$ cat src/rtl/slab_interval_reducer.sv
// slab_interval_reducer
//   Ray/AABB slab reduction stage. Accepts one (tnear, tfar) pair per axis in
//   FloPoCo word format and keeps running tmin = max(tnear) and tmax = min(tfar).
//   Once NAXES pairs have been absorbed, it produces
//   hit = (tmin <= tmax) && (tmax >= 0). The result is held until the consumer
//   accepts it.
//
//   Word layout: [width:width-1] exc (00 zero, 01 normal, 10 inf, 11 NaN),
//   [width-2] sign, then exponent and fraction.
//
//   Ports:
//     clk        rising-edge clock
//     rst        asynchronous active-high reset
//     in_valid   tnear/tfar valid
//     in_ready   a pair is accepted this cycle (registered)
//     tnear      near slab distance
//     tfar       far slab distance
//     out_valid  result valid
//     out_ready  result consumed
//     out_hit    ray hits box
//     out_tmin   reduced entry distance
//     out_tmax   reduced exit distance
//     out_nan    sticky NaN seen in this ray (only with RAABB_NAN_FLAG_EN)
//
//   Build option: define RAABB_NAN_FLAG_EN to expose out_nan.

module slab_interval_reducer #(
    parameter int width = 22,
    parameter int NAXES = 3
) (
    input  logic             clk,
    input  logic             rst,
    input  logic             in_valid,
    output logic             in_ready,
    input  logic [width:0]   tnear,
    input  logic [width:0]   tfar,
    output logic             out_valid,
    input  logic             out_ready,
    output logic             out_hit,
    output logic [width:0]   out_tmin,
    output logic [width:0]   out_tmax
`ifdef RAABB_NAN_FLAG_EN
    ,
    output logic             out_nan
`endif
);

    localparam int CW = (NAXES > 1) ? $clog2(NAXES + 1) : 1;

    typedef enum logic [1:0] {IDLE, ACC, EVAL, OUT} state_t;

    state_t          state_q, state_d;
    logic [CW-1:0]   cnt;
    logic [width:0]  tmin, tmax;
    logic            nan;
    logic            accept;
    logic            hit_now;

    // Signed order key. Normal magnitudes carry a leading 0 so that inf
    // (all ones) sorts strictly above every finite value; +0 and -0 share key 0.
    function automatic logic signed [width:0] order_key(input logic [width:0] w);
        logic [width-1:0]   mag;
        logic signed [width:0] k;
        case (w[width -: 2])
            2'b00:   mag = '0;
            2'b01:   mag = {2'b01, w[width-3:0]};
            default: mag = '1;
        endcase
        k = $signed({1'b0, mag});
        return w[width-2] ? -k : k;
    endfunction

    function automatic logic lt(input logic [width:0] a, input logic [width:0] b);
        return order_key(a) < order_key(b);
    endfunction

    function automatic logic is_nan(input logic [width:0] w);
        return w[width -: 2] == 2'b11;
    endfunction

    assign accept  = in_valid && in_ready;
    assign hit_now = !nan && !lt(tmax, tmin) && !lt(tmax, '0);

    // State register; in_ready is registered from the next state so that it
    // reads 0 while in reset and during EVAL/OUT.
    always_ff @(posedge clk or posedge rst) begin
        if (rst) begin
            state_q  <= IDLE;
            in_ready <= 1'b0;
        end else begin
            state_q  <= state_d;
            in_ready <= (state_d == IDLE) || (state_d == ACC);
        end
    end

    always_comb begin
        state_d = state_q;
        case (state_q)
            IDLE: if (accept) state_d = (NAXES == 1) ? EVAL : ACC;
            ACC:  if (accept && (cnt == CW'(NAXES - 1))) state_d = EVAL;
            EVAL: state_d = OUT;
            OUT:  if (out_ready) state_d = IDLE;
            default: state_d = IDLE;
        endcase
    end

    always_ff @(posedge clk or posedge rst) begin
        if (rst) begin
            cnt       <= '0;
            tmin      <= '0;
            tmax      <= '0;
            nan       <= 1'b0;
            out_valid <= 1'b0;
            out_hit   <= 1'b0;
            out_tmin  <= '0;
            out_tmax  <= '0;
`ifdef RAABB_NAN_FLAG_EN
            out_nan   <= 1'b0;
`endif
        end else begin
            case (state_q)
                IDLE: begin
                    if (accept) begin
                        tmin <= tnear;
                        tmax <= tfar;
                        cnt  <= CW'(1);
                        nan  <= is_nan(tnear) || is_nan(tfar);
                    end
                end
                ACC: begin
                    if (accept) begin
                        if (lt(tmin, tnear)) tmin <= tnear;
                        if (lt(tfar, tmax))  tmax <= tfar;
                        nan <= nan || is_nan(tnear) || is_nan(tfar);
                        cnt <= cnt + CW'(1);
                    end
                end
                EVAL: begin
                    out_hit   <= hit_now;
                    out_tmin  <= tmin;
                    out_tmax  <= tmax;
                    out_valid <= 1'b1;
`ifdef RAABB_NAN_FLAG_EN
                    out_nan   <= nan;
`endif
                end
                OUT: begin
                    if (out_ready) begin
                        out_valid <= 1'b0;
                        cnt       <= '0;
                        nan       <= 1'b0;
                    end
                end
                default: ;
            endcase
        end
    end

endmodule

$ cat config.mk
export PLATFORM = sky130hd
export DESIGN_NAME = slab_interval_reducer
export DESIGN_NICKNAME = d
export VERILOG_FILES = /design/src/rtl/slab_interval_reducer.sv
export SDC_FILE = /design/constraint.sdc
export NUM_CORES = 1
export LEC_CHECK = 0
export ABC_AREA = 1
export BUFFER_PORTS_ARGS = -buffer_cell sky130_fd_sc_hd__buf_2
export CAP_MARGIN = 40
export CORE_MARGIN = 3
export CORE_UTILIZATION = 55
export CTS_CLUSTER_DIAMETER = 50
export DETAILED_ROUTE_END_ITERATION = 12
export GPL_TIMING_DRIVEN = 0
export PLACE_DENSITY = 0.76
export SYNTH_ARGS = -nofsm -noshare
export SYNTH_HDL_FRONTEND = slang
export SYNTH_SLANG_ARGS = --single-unit
$ cat constraint.sdc
create_clock -name clk -period 11.1 [get_ports clk]
set_clock_uncertainty 0.2 [all_clocks]
set_input_delay 0.555 -clock clk [delete_from_list [all_inputs] [get_ports clk]]
set_output_delay 0.555 -clock clk [all_outputs]
set_load 0.05 [all_outputs]
# Word-level counts from Yosys, hierarchy flattened
# Cells that the tools add are included.
[totals] register_bits=100 word_cells=100 input_bits=50 output_inout_bits=49
[classes] n_addsub=7 eq_ne=16 n_reduce_logical=24 order_cmp=4 n_mux=39
[ops] cell="$mux W23" n=12
[ops] cell="$mux W22" n=8
[ops] cell="$pmux W22 S2" n=4
[ops] cell="$neg A22 Y23" n=6
[ops] cell="$pmux W23 S2" n=2
[ops] cell="$lt A23 B23 Y1" n=3
[ops] cell="$lt A23 B1 Y1 const B" n=1
[ops] cell="$eq A2 B1 Y1 const B" n=6
[ops] cell="$logic_not A2 Y1" n=6
[ops] cell="$mux W2" n=6
[ops] cell="$reduce_and A4 Y1" n=3
[ops] cell="$eq A2 B2 Y1 const B" n=5
[ops] cell="$ne A2 B2 Y1 const B" n=5
[ops] cell="$pmux W2 S4" n=1
[ops] cell="$pmux W2 S3" n=1
[ops] cell="$logic_and A1 B1 Y1" n=4
[ops] cell="$logic_or A1 B1 Y1" n=4
[ops] cell="$reduce_bool A2 Y1" n=2
[ops] cell="$logic_not A1 Y1" n=3
[ops] cell="$mux W1" n=3
[ops] cell="$pmux W1 S3" n=1
[ops] cell="$reduce_bool A3 Y1" n=1
[ops] cell="$add A2 B1 Y2 const B" n=1
[ops] cell="$pmux W1 S2" n=1
[ops] cell="$reduce_and A2 Y1" n=1

# Logic depth before layout (Yosys ltp)
# Gate-level depths: netlist of the first run.
[logic_depth] word_depth=10 mapped_depth=29 depth_no_buf=26

# Worst setup path after synthesis of the first run
# Ideal clock, no wire load.
[synth_path] kind="input -> register" start="in tfar[21]" end="reg tmax[3]" required_ps=10767 stages=26 path_buffers=3 slack_ps=6568 arrival_time_ps=4200 setup_ps=133 cell_sequence="clkbuf_1 -> a21oi_1 -> ha_1 -> inv_1 -> nor3_1 -> nand3_1 -> nor3_1 -> nand3_1 -> nor3_1 -> nand3_1 -> nor2_1 -> nand2_1 -> nand2_1 -> o21ai_0 -> xnor2_1 -> ha_1 -> nand3_1 -> nor3_1 -> o211ai_1 -> nand2_1 -> xnor2_1 -> nand2_1 -> nand2_1 -> buf_2 -> buf_1 -> a21oi_1"
[synth_between] elab_chain_len=9 word_cells_on_any_way=10 cone_classes="add/sub: 1; order compare: 1; eq/ne: 2; mux: 4; reduce/logical: 2"
[synth_rtl] element="start, declared" line_no="36" rtl="input logic [width:0] tfar,"
[synth_rtl] element="$eq A2 B1 Y1 / $logic_not A2 Y1 (equally long branches)" line_no="64" rtl="case (w[width -: 2])"
[synth_rtl] element="$pmux W22 S2 (*)" line_no="64"
[synth_rtl] element="$mux W22 (*)" line_no="131" rtl="if (accept) begin"
[synth_rtl] element="$mux W22 (*)" line_no="121" rtl="case (state_q)"
[synth_rtl] element="$neg A22 Y23" line_no="70" rtl="return w[width-2] ? -k : k;"
[synth_rtl] element="$mux W23 (*)" line_no="70"
[synth_rtl] element="$lt A23 B23 Y1 (*)" line_no="74" rtl="return order_key(a) < order_key(b);"
[synth_rtl] element="$ne A2 B2 Y1 (no line) (*)"
[synth_rtl] element="$reduce_and A4 Y1 (no line) (*)"
[synth_rtl] element="end signal, assigned" line_no="125" rtl="tmax <= tfar;"
[synth_rtl] element="end signal, assigned" line_no="133" rtl="if (lt(tfar, tmax)) tmax <= tfar;"
[synth_rtl] element="end, declared" line_no="54" rtl="logic [width:0] tmin, tmax;"
# Mark *: on every way between the ends. The rest lies on a longest branch, timed or not. The select of a mux whose other input is x is not followed.
# A chain may end at the register's enable or synchronous reset.

# Worst setup path after layout of the first run
[layout_path] start="in tfar[21]" end="reg tmax[2]"
# Same word-level chain as after synthesis.

==> impl_metrics.yaml, run 1 <==
run_status:
  status: "complete, no violations"
yosys:
  synth_ff_type: "dfrtp_1"
  synth.most_common_cell: "nand2_1"
  synthDistinctLibCells: 43
  yosys_warnings: 0
  ys_seq_elements: 100
  synthCells: 1268
  syn-num-nets: 1375
  syn-cell-area_mm2: 0.00876
  ys_top_cells_by_area: "dfrtp_1, nand2_1, ha_1"
  synth-edff-count: 0
  synthArstFlopShare_pct: 100
  yosysTopAreaCellShare_pct: 28.6
  synthTopCellsByCount: "nand2_1, inv_1, nand3_1, nor2_1, dfrtp_1"
  synth_area_per_cell_um2: 6.91
  ys_seq_area_share_pct: 28.6
  synth_top_cell_by_area: "dfrtp_1"
sta:
  setup_viol: 0
  hold_viol_final: 0
  drv_slew: 0
  final.setup.tns_ns: 0
  max-slew-margin-rel_pct: 51.3
  max_freq_mhz: 186
  timing.final.crit_period_ns: 5.37
  finalCritPeriodShare_pct: 48.4
  rsz0062_at_grt: "false"
  worst_hold_slack_ns: 0.0476
  setup_ws_ns: 5.73
  tightest_slew_ns: 0.723
setup_path:
  rrSetupSlack_ns: 5.98
  startpoint: "tfar[21]"
  critPathLaunchType: "input pin"
  timing.rr.end: "tmax[2]"
  cp-endpoint: "tmax[2]"
  crit_arrival_ns: 5.37
  r2r-start: "tmax[22]"
  worstPathRequired_ns: 11.10
  r2r_cells: 25
  cp_max_fo: 10
  crit_type: "in -> reg"
  end_kind: "register"
placement:
  place_ws_ns: 5.55
  place.gp.congestion: 0.960
  detailed_place_hpwl_um: 21400
  dpl_cell_area_mm2: 0.00954
  dp_cells: 1576
  portBuffers: 96
cts:
  clock_latency_ns: 0.35
  cts_sinks: 100
  cts_buffers: 9
  ctsHoldBuffers: 0
  tritoncts: "yes"
  clkTransAtPathRegs_ns: 0.07
  cts.repair.resized: 0
  cts_setup_buffers: 0
  cts_max_level: 3
  cts_buffer_depth: 2
  cts_root_buf: "clkbuf_16"
grt:
  grt_max_degree: 61
  grtUsageTotal_pct: 29.9
  overflow: 0
  grt_pass1_vias: 7943
  antenna_found_initial: 0
  grt_pass1_wl_um: 42200
route:
  vias: 8714
  ant_nets: 0
  avgRoutedWirePerCell_um: 16.5
  dr.pass1.iters: 5
  drt_wl_total_um: 26200
  viasPerCell: 5.47
  drc: 0
  drt_iter0_markers: 892
floorplan:
  rows: 45
  die_x_um: 132
  coreArea_mm2: 0.0154
  die_height_um: 132
  ios: 99
  start_util_pct: 57.0
  die_area_mm2: 0.0175
job:
  drv_cap: 0
finish:
  antenna_cells: 0
  drive_gt1_share_pct: 19.3
  syn2layout_area_growth_pct: 12.4
  final_util_pct: 64.1
  design_area_mm2: 0.00985
  fin_cells: 1592
  nets: 1483
power:
  powerDensity_mw_per_mm2: 357
  p_leak_nw: 5.46
  totalPowerFinal_mw: 3.51
  ir_drop_v: 0.000240
worst_hold_path:
  min_path_type: "in -> async"
[cell families (layout without fill, tap and decap cells)]
| kind of cell | count (synthesis) | in the layout | synth area share, % |
|---|---|---|---|
| AO/OA/AOI/OAI | 156 | 156 | 9.66 |
| AND/OR/NAND/NOR | 653 | 653 | 33.2 |
| multiplexers | 30 | 30 | 3.85 |
| XOR/XNOR | 59 | 59 | 5.90 |
| buffers and inverters | 213 | 326 | 10.7 |
| flip-flops | 100 | 100 | 28.6 |
| adder cells (fa/ha/maj) | 57 | 57 | 8.14 |
[layout by cell type, fill, tap and decap left out, drive strengths merged]
| cell | netlist | routed |
|---|---|---|
| inv | 166 | 168 |
| a31o | 1 | 1 |
| xor2 | 52 | 52 |
| buf | 24 | 121 |
| nand3b | 9 | 9 |
| o22ai | 4 | 4 |
| dfrtp | 100 | 100 |
| nor3 | 13 | 13 |
| a211oi | 1 | 1 |
| a21o | 1 | 1 |
| a22o | 1 | 1 |
| o211ai | 1 | 1 |
| o31ai | 6 | 6 |
| or2 | 3 | 3 |
| clkinvlp | 0 | 1 |
| o221ai | 1 | 1 |
| nand3 | 115 | 115 |
| mux2 | 30 | 30 |
| ha | 57 | 57 |
| o21ai | 72 | 72 |
| xnor2 | 7 | 7 |
| o21bai | 2 | 2 |
| nand2 | 386 | 386 |
| clkinv | 0 | 2 |
| a21oi | 63 | 63 |
| nand4 | 9 | 9 |
| bufinv | 0 | 1 |
| clkbuf | 23 | 33 |
| o21a | 3 | 3 |
| nor2 | 118 | 118 |
[state kept, by name (all words and copies together) (netlist names)]
signal,count
out_tmax,23
tmax,23
out_tmin,23
out_hit,1
in_ready,1
nan,1
cnt,2
state_q,2
tmin,23
out_valid,1
[power breakdown]
group,internal (mW),switching [mW]
Sequential,0.542,0.148
Clock,0.183,0.139
Combinational,0.818,1.68
[per-layer routing]
metal / routed length [µm] / up-vias / GRT usage, % / part of all wire, %
met5: 0 / - / 0 / 0
met4: 331 / 0 / 5.60 / 1.3
met3: 2220 / 26 / 4.35 / 8.5
met2: 11000 / 354 / 43.3 / 42
met1: 12700 / 4060 / 47.4 / 48
li1: - / 4274 / - / -
[critical path: stages]
cell      delay [ns]
buf_2           0.12
clkbuf_1        0.19
a21oi_1         0.27
ha_1            0.18
inv_1           0.05
nor3_1          0.25
nand3_1         0.18
nor3_1          0.24
nand3_1         0.14
nor3_1          0.20
nand3_1         0.13
nor2_1          0.14
nand2_1         0.07
nand2_1         0.09
o21ai_0         0.11
xnor2_1         0.15
ha_1            0.31
a21oi_1         0.15
o221ai_1        0.12
a21oi_1         0.13
nand2_1         0.08
xnor2_1         0.30
nand2_1         0.28
nand2_1         0.14
buf_2           0.23
clkbuf_1        0.40
o21ai_0         0.17
[layout make-up]
cell class | count | area [µm²]
flip-flops and latches | 100 | 2500
multi-input cells | 955 | 5330
clock buffers | 10 | 239
fillers | 1443 | 5520
plain buffers | 47 | 309
inverters | 166 | 628
clock inverters | 6 | 71.3
well taps | 211 | 264
repair buffers | 97 | 508
[worst min-delay path by stage]
stage                       from            to  depth (start not counted)
global placement    out_tmax[11]  out_tmax[11]                          2
finish                       rst       tmax[5]                          2
global route                 rst       tmax[5]                          2
detailed placement  out_tmax[15]  out_tmax[15]                          2
floorplan               tmax[18]      tmax[18]                          2
CTS                          rst       tmax[5]                          2
No activity file was read; power rests on OpenSTA's default activity.
==> inputs of run 2 (changes only) <==
- clock period: 11.1 -> 5.5 ns (I/O delays scaled with it)
==> run 2 against run 1 <==
Against the previous run:
- first-iteration DRC count increased by 10%
- largest power group unchanged
- hold slack got worse by 0.034 ns
- register-to-register slack got worse by 5.2 ns
- sequential cell count unchanged
- wire length increased by 0.32%
- power increased by 100%
- critical path type is now reg -> reg
- final cell count increased by 0.25%
- sequential power increased by 100%
- die area unchanged
==> impl_metrics.yaml, run 2 (synthesized netlist as in run 1, its figures left out) <==
finish:
  final_common_cell: "nand2_1"
  nets: 1487
  layout_common_cells: "nand2_1, inv_1, nand3_1"
  drive_gt1_share_pct: 19.5
  fin_cells: 1596
  antenna_cells: 0
  syn2layout_area_growth_pct: 13.0
floorplan:
  start_util_pct: 57.0
  die_area_mm2: 0.0175
  die_height_um: 132
  coreArea_mm2: 0.0154
  die_x_um: 132
  ios: 99
  rows: 45
route:
  drt_iter0_markers: 985
  avgRoutedWirePerCell_um: 16.5
  viasPerCell: 5.49
  vias: 8769
  drc: 0
  drt_wl_total_um: 26300
  ant_nets: 0
  dr.pass1.iters: 5
worst_hold_path:
  min_path_type: "in -> reg"
  hold-path-cell-count: 3
cts:
  cts_buffer_depth: 2
  cts_max_level: 3
  cts_root_buf: "clkbuf_16"
  cts_buffers: 9
  tritoncts: "yes"
  cts_sinks: 100
  clkTransAtPathRegs_ns: 0.07
  clock_latency_ns: 0.34
grt:
  grt_pass1_wl_um: 42400
  grt_pass1_vias: 7969
  antenna_found_initial: 0
  grtUsageTotal_pct: 30.0
  overflow: 0
  grt_max_degree: 61
setup_path:
  worstPathRequired_ns: 5.51
  crit_type: "reg -> reg"
  end_kind: "register"
  rrSetupSlack_ns: 0.75
  r2r_cells: 25
  cp_max_fo: 10
  critPathLaunchType: "register"
  crit_arrival_ns: 4.76
sta:
  finalCritPeriodShare_pct: 86.4
  timing.final.crit_period_ns: 4.75
  setup_viol: 0
  drv_slew: 0
  max-slew-margin-rel_pct: 51.5
  hold_viol_final: 0
  final.setup.tns_ns: 0
  tightest_slew_ns: 0.720
  rsz0062_at_grt: "false"
  max_freq_mhz: 211
power:
  p_leak_nw: 5.48
  switching_power_mw: 3.98
  sw_frac_of_total_pct: 56.0
  totalPowerFinal_mw: 7.11
  p_int_mw: 3.13
  pwr-share-clk_pct: 9.1
  p_comb_share_pct: 71.3
  p_seq_share_pct: 19.6
  ir_drop_v: 0.000496
  powerDensity_mw_per_mm2: 718
job:
  drv_cap: 0
run_status:
  status: "complete, no violations"
placement:
  place.gp.congestion: 0.960
  portBuffers: 96
  detailed_place_hpwl_um: 21400
  dp_cells: 1576
[run 2: cell types whose count changed in the layout (fill, tap and decap cells not counted)]
cell | previous run | this run
clkbuf_1 | 23 | 22
buf_1 | 3 | 2
xnor2_2 | 0 | 1
nand2_1 | 332 | 331
dlygate4sd3_1 | 0 | 4
clkbuf_2 | 0 | 2
nand2_2 | 50 | 51
xnor2_1 | 7 | 6
[run 2: stage by stage]
stage          util, %  hold slack, ns  setup WS [ns]  cell area, µm²
2_1_floorplan        -           0.220           1.25            8760
3_3_place_gp      61.9           0.268          0.247            9510
3_5_place_dp      62.1           0.151          0.227            9540
4_1_cts           64.3         0.00789          0.512            9890
5_1_grt           64.4          0.0155          0.114            9900
6_report          64.4          0.0139          0.750            9900
[run 2: layout make-up]
class | count | area [µm²]
plain buffers | 47 | 312
clock buffers | 10 | 239
clock inverters | 6 | 71.3
fillers | 1437 | 5470
inverters | 166 | 628
multi-input cells | 955 | 5340
flip-flops and latches | 100 | 2500
well taps | 211 | 264
repair buffers | 101 | 548
[run 2: final timing paths]
check / startpoint / to
max in group asynchronous: rst / tmin[22]
min in group asynchronous: rst / tmax[5]
setup reg to reg: tmax[21] / tmax[2]
hold / removal: tnear[6] / tmin[6]
setup / recovery: tmax[21] / tmax[2]
hold reg to reg: out_tmax[11] / out_tmax[11]
[run 2: repair_timing]
action / in CTS / in global routing
resized for setup: 0 / 5
hold endpoints to repair: 43 / 0
hold buffers: 4 / 0
setup buffers: 0 / 0
endpoints found under the setup margin: 0 / 20
[run 2: worst max-delay path: stages, from the launching register on]
cell and delay [ns]:
dfrtp_1 0.36, buf_2 0.16, a21oi_1 0.25, ha_1 0.26
inv_1 0.07, nor3_1 0.35, inv_1 0.14, nor2_1 0.15
nand2_1 0.08, nand2_1 0.08, xor2_1 0.26, ha_1 0.30
a21oi_1 0.13, o21ai_0 0.08, a21oi_1 0.13, nor2_1 0.05
nor2_1 0.07, o21ai_0 0.11, a21oi_1 0.14, nand2_1 0.10
xnor2_2 0.23, nand2_2 0.18, nand2_1 0.11, buf_2 0.22
clkbuf_2 0.27, o21ai_0 0.13
[run 2: layer usage]
layer | vias up | track usage (%) | part of all wire (%)
li1 | 4281 | - | -
met1 | 4135 | 47.4 | 49
met2 | 329 | 43.6 | 42
met3 | 24 | 4.35 | 8.1
met4 | 0 | 5.60 | 1.2
met5 | - | 0 | 0
[run 2: power groups by stage]
stage,registers [mW],clock network (mW),logic [mW]
CTS,1.38,0.652,5.01
global placement,1.38,0,4.85
finish,1.39,0.649,5.07
detailed placement,1.38,0,4.96
floorplan,1.90,0,3.20
global route,1.43,0.679,5.66
